`config.mk`:
```
export PLATFORM = sky130hd
export DESIGN_NAME = clog2_serial
export DESIGN_NICKNAME = d
export VERILOG_FILES = /design/src/rtl/clog2_serial.sv
export SDC_FILE = /design/constraint.sdc
export NUM_CORES = 1
export LEC_CHECK = 0
export CAP_MARGIN = 30
export CORE_ASPECT_RATIO = 1.75
export CORE_UTILIZATION = 48
export DETAILED_ROUTE_END_ITERATION = 12
export GPL_TIMING_DRIVEN = 0
export MAX_ROUTING_LAYER = met4
export PLACE_DENSITY_LB_ADDON = 0.05
export SYNTH_ARGS = -nofsm -noshare
export SYNTH_HDL_FRONTEND = slang
export SYNTH_SLANG_ARGS = --single-unit
export TNS_END_PERCENT = 10
```
`constraint.sdc`:
```
create_clock -name clk -period 3 [get_ports clk]
set_clock_uncertainty 0.1 [all_clocks]
set_input_delay 0.6 -clock clk [delete_from_list [all_inputs] [get_ports clk]]
set_output_delay 0.6 -clock clk [all_outputs]
set_load 0.03 [all_outputs]
```
`src/rtl/clog2_serial.sv`:
```
// clog2_serial: iterative run-time $clog2 with power-of-two round-up and exact-power flag.
module clog2_serial #(
   parameter int WIDTH = 32,
   parameter int RW    = $clog2(WIDTH + 1)
) (
   input  logic             clk,
   input  logic             reset_n,
   input  logic             in_valid,
   output logic             in_ready,
   input  logic [WIDTH-1:0] in_data,
   output logic             out_valid,
   input  logic             out_ready,
   output logic [RW-1:0]    out_log,
   output logic [WIDTH:0]   out_pow2,
   output logic             out_exact
);
   typedef enum logic [1:0] {IDLE, BUSY, DONE} state_t;
   state_t           state;
   logic [WIDTH-1:0] v;
   logic [RW-1:0]    cnt;
   logic             exact;
   logic [WIDTH-1:0] xm1;
   logic             xz;
   assign xz        = in_data == '0;
   assign xm1       = xz ? '0 : in_data - WIDTH'(1);
   assign in_ready  = state == IDLE;
   assign out_valid = state == DONE;
   // the bit length of x-1 equals the number of right shifts until it reaches zero
   always_ff @(posedge clk) begin
      if (!reset_n) begin
         state     <= IDLE;
         v         <= '0;
         cnt       <= '0;
         exact     <= 1'b0;
         out_log   <= '0;
         out_pow2  <= (WIDTH+1)'(1);
         out_exact <= 1'b0;
      end else begin
         case (state)
            IDLE: if (in_valid) begin
               v     <= xm1;
               cnt   <= '0;
               exact <= !xz && ((in_data & xm1) == '0);
               state <= BUSY;
            end
            BUSY: if (v != '0) begin
               v   <= v >> 1;
               cnt <= cnt + RW'(1);
            end else begin
               out_log   <= cnt;
               out_pow2  <= (WIDTH+1)'(1) << cnt;
               out_exact <= exact;
               state     <= DONE;
            end
            DONE: if (out_ready) state <= IDLE;
            default: state <= IDLE;
         endcase
      end
   end
endmodule

```
==> results.json <==
{
  "nNetsFinal": 692,
  "clock-sinks": 81,
  "whs_path_depth": 2,
  "grt_max_degree": 14,
  "vias": 4624,
  "dr.max_layer_used": "met4",
  "wirelength_um": 13970,
  "drc_errors": 0,
  "p_per_area_nw_per_um2": 485.7,
  "synthesis.nets": 599,
  "arrival_ps": 3140,
  "yosysSeqAreaShare": 0.3626,
  "startpoint_type": "input port",
  "crit_path_end_kind": "flop",
  "wl_met1_um": 4775,
  "dp_slack_ps": -981.7,
  "area_growth_pct": 35.48,
  "die_x_um": 74.96,
  "wl_met2_um": 7709,
  "rsz0062_at_grt": "yes",
  "grt_pass1_vias": 4538,
  "max_slew.worst_pin.slew_ps": 898.6,
  "cp.required_ps": 3180,
  "synth-seq-cells": 81,
  "syn_inst": 556,
  "htreeDepth": 3,
  "antenna_found_initial": 0,
  "hold_path_class": "flop to flop",
  "cp_max_fo": 10,
  "final_util": 0.6705,
  "rr_startpoint": "v[26]$_SDFFE_PN0P_",
  "root_buffer": "clkbuf_16",
  "worstSetupPathType": "input port to flop",
  "min-delay-start": "out_pow2[23]$_SDFFE_PN0P_",
  "async_flop_share": 0,
  "ff2ff_path_depth": 7,
  "place_congestion": 0.9042,
  "first_iter_violations": 241,
  "cts_buffer_depth": 2,
  "fin_ws_ps": 36.40,
  "top_level_ports": 78,
  "yosysTopAreaCell": "dfxtp_1",
  "grt_pass1_wl_um": 21920,
  "slew_headroom": 0.3973,
  "fp.dieArea_um2": 9721,
  "yosysUniqueCellTypes": 51,
  "synthSimpleGateAreaFrac": 0.3184,
  "wl_per_cell_um": 18.04,
  "synth_edf_count": 0,
  "hpwl_um": 10700,
  "fmax_ghz": 0.3374,
  "dpl_cell_area_um2": 5478,
  "yosysWarnings": 0,
  "muxShareOfSynthArea": 0.006715,
  "drv_cap": 0,
  "clk_latency_ps": 340,
  "avgSynthCellArea_um2": 8.043,
  "reg2reg_slack_ps": 250,
  "grt_overflow": 0,
  "finalCriticalPeriod_ps": 2964,
  "worstReg2RegEnd": "out_pow2[1]$_SDFFE_PN0P_",
  "syn-cell-area_um2": 4472,
  "track_usage": 0.3113,
  "dp.cells": 752,
  "layout-drive-gt1-share": 0.1269,
  "fin_crit_sh": 0.9879,
  "min_to": "out_pow2[23]$_SDFFE_PN0P_",
  "vias_per_cell": 5.974,
  "irDropWorstVdd_mv": 0.3014,
  "hold_viol_final": 0,
  "setup_viol": 0,
  "yosys-top-cells-area": "dfxtp_1, a21boi_0, nand2_1",
  "wl_met3_um": 528,
  "io_buffers": 75,
  "die_y_um": 129.7,
  "maxSlewViolCount": 0,
  "ant_nets": 0,
  "synth_top_family_by_area": "simple AND/OR/NAND/NOR gates",
  "status": "complete, no violations",
  "synth_flop_cell": "dfxtp_1",
  "rows": 46,
  "core_area_um2": 9036,
  "num_antenna_cells": 0,
  "drtPass1Iterations": 5,
  "synth_xor_area_frac": 0.03721,
  "leakage_nw": 2.194,
  "power_mw": 2.942,
  "synth-adder-area-share": 0.01959,
  "cts_buffers": 9,
  "fin_cells": 774,
  "clk_pin_slew_ps": 60,
  "num-fill-cells": 819,
  "cts_tree": "built",
  "fin_area_um2": 6058,
  "initial_core_util": 0.4949,
  "synth_compound_area_frac": 0.2009,
  "synth.top_cell.area_share": 0.3626
}
[cell type report]
type                       count  area, um^2  area share
inverter                      10       37.54    0.006196
timing repair buffer          85       832.0      0.1373
clock inverter                 5       150.1     0.02478
sequential                    81        1622      0.2677
clock buffer                  11       242.7     0.04007
tap                          120       150.1     0.02478
buffer                        45       209.0     0.03449
multi-input combinational    417        2815      0.4647
[cell families (layout without fill, tap and decap cells)]
logic type,count (synthesis),count (layout)
and+or+nand+nor,270,270
DFF,81,81
adders and majority gates,7,7
buffers and inverters,58,156
muxes,3,3
xor gates and xnor gates,19,19
AOI/OAI and AO/OA,118,118
[sequential cells by signal, indices dropped and copies added, names as in the netlist]
register	cells
cnt	6
v	32
exact	1
out_log	6
state	2
out_pow2	33
out_exact	1
[worst max-delay path, cell delays in order]
cell and delay, ps:
clkdlybuf4s50_1 470, or3_4 420, clkbuf_4 200, or4_4 530, a21oi_2 150, o21ai_1 100
or4_4 540, o21ai_2 140
[cells in the mapped netlist (2+ instances only)]
| cell | count |
|---|---|
| a211oi_1 | 3 |
| a21boi_0 | 37 |
| a21oi_1 | 5 |
| a221oi_1 | 22 |
| a22oi_1 | 4 |
| a31oi_1 | 2 |
| a32oi_1 | 4 |
| buf_1 | 2 |
| buf_2 | 2 |
| buf_6 | 3 |
| clkbuf_1 | 40 |
| dfxtp_1 | 81 |
| ha_1 | 7 |
| inv_1 | 10 |
| mux2i_1 | 3 |
| nand2_1 | 69 |
| nand2b_1 | 6 |
| nand3_1 | 39 |
| nand4_1 | 18 |
| nand4b_1 | 2 |
| nor2_1 | 37 |
| nor2b_1 | 13 |
| nor3_1 | 15 |
| nor3b_1 | 15 |
| nor4_1 | 17 |
| nor4_2 | 2 |
| o211a_1 | 8 |
| o21a_1 | 2 |
| o21ai_0 | 14 |
| o31a_1 | 2 |
| o31ai_1 | 5 |
| o32ai_1 | 2 |
| or2_2 | 6 |
| or3_1 | 11 |
| or4_1 | 14 |
| or4_4 | 2 |
| xnor2_1 | 8 |
| xor2_1 | 11 |
[timing repair]
| action | in CTS | in global routing |
|---|---|---|
| setup buffers | 7 | 2 |
| pin swaps | 9 | 11 |
| endpoints found under the setup margin | 23 | 15 |
| resized for setup | 50 | 34 |
| hold buffers | 0 | 0 |
| gates cloned | 0 | 0 |
[cell usage in the layout, fill, tap and decap left out, types with 7 or more instances in the layout]
cell / n
a21boi_0: 37
a221oi_1: 22
buf_4: 8
clkbuf_1: 37
clkbuf_16: 9
clkdlybuf4s50_1: 55
dfxtp_1: 81
inv_1: 9
nand2_1: 68
nand3_1: 39
nand4_1: 18
nor2_1: 37
nor2b_1: 13
nor3_1: 12
nor3b_1: 15
nor4_1: 12
o211a_1: 8
o21ai_0: 11
or3_1: 8
or4_1: 7
or4_4: 9
xnor2_1: 8
xor2_1: 11
[routing by layer]
metal,up-vias,track usage
li1,2233,-
met1,2148,0.2868
met2,182,0.5601
met3,61,0.02955
met4,0,0.2486
met5,-,-
[worst max-delay path by stage]
stage	start	endpoint	slack (ps)
after global placement	in_data[0]	exact$_SDFFE_PN0P_	-1020
after CTS	in_data[8]	exact$_SDFFE_PN0P_	3
final	in_data[6]	exact$_SDFFE_PN0P_	40
after global routing	in_data[6]	exact$_SDFFE_PN0P_	-60
after floorplan	in_data[0]	exact$_SDFFE_PN0P_	-10
after detailed placement	in_data[0]	exact$_SDFFE_PN0P_	-980
[power breakdown]
group,leakage (nW),total (mW),internal [mW],switching [mW]
Sequential,0.661,1.15,1.12,0.0372
Clock,0.190,1.44,1.00,0.440
Combinational,1.34,0.345,0.146,0.199
[per-stage QoR]
step	hold WS, ps	TNS [ps]
floorplan	336.9	-18.09
global placement	350.0	-13450
detailed placement	354.4	-14210
CTS	363.7	0
global route	380.1	-57.74
finish	360.7	0
(Power assumes the default switching activity.)
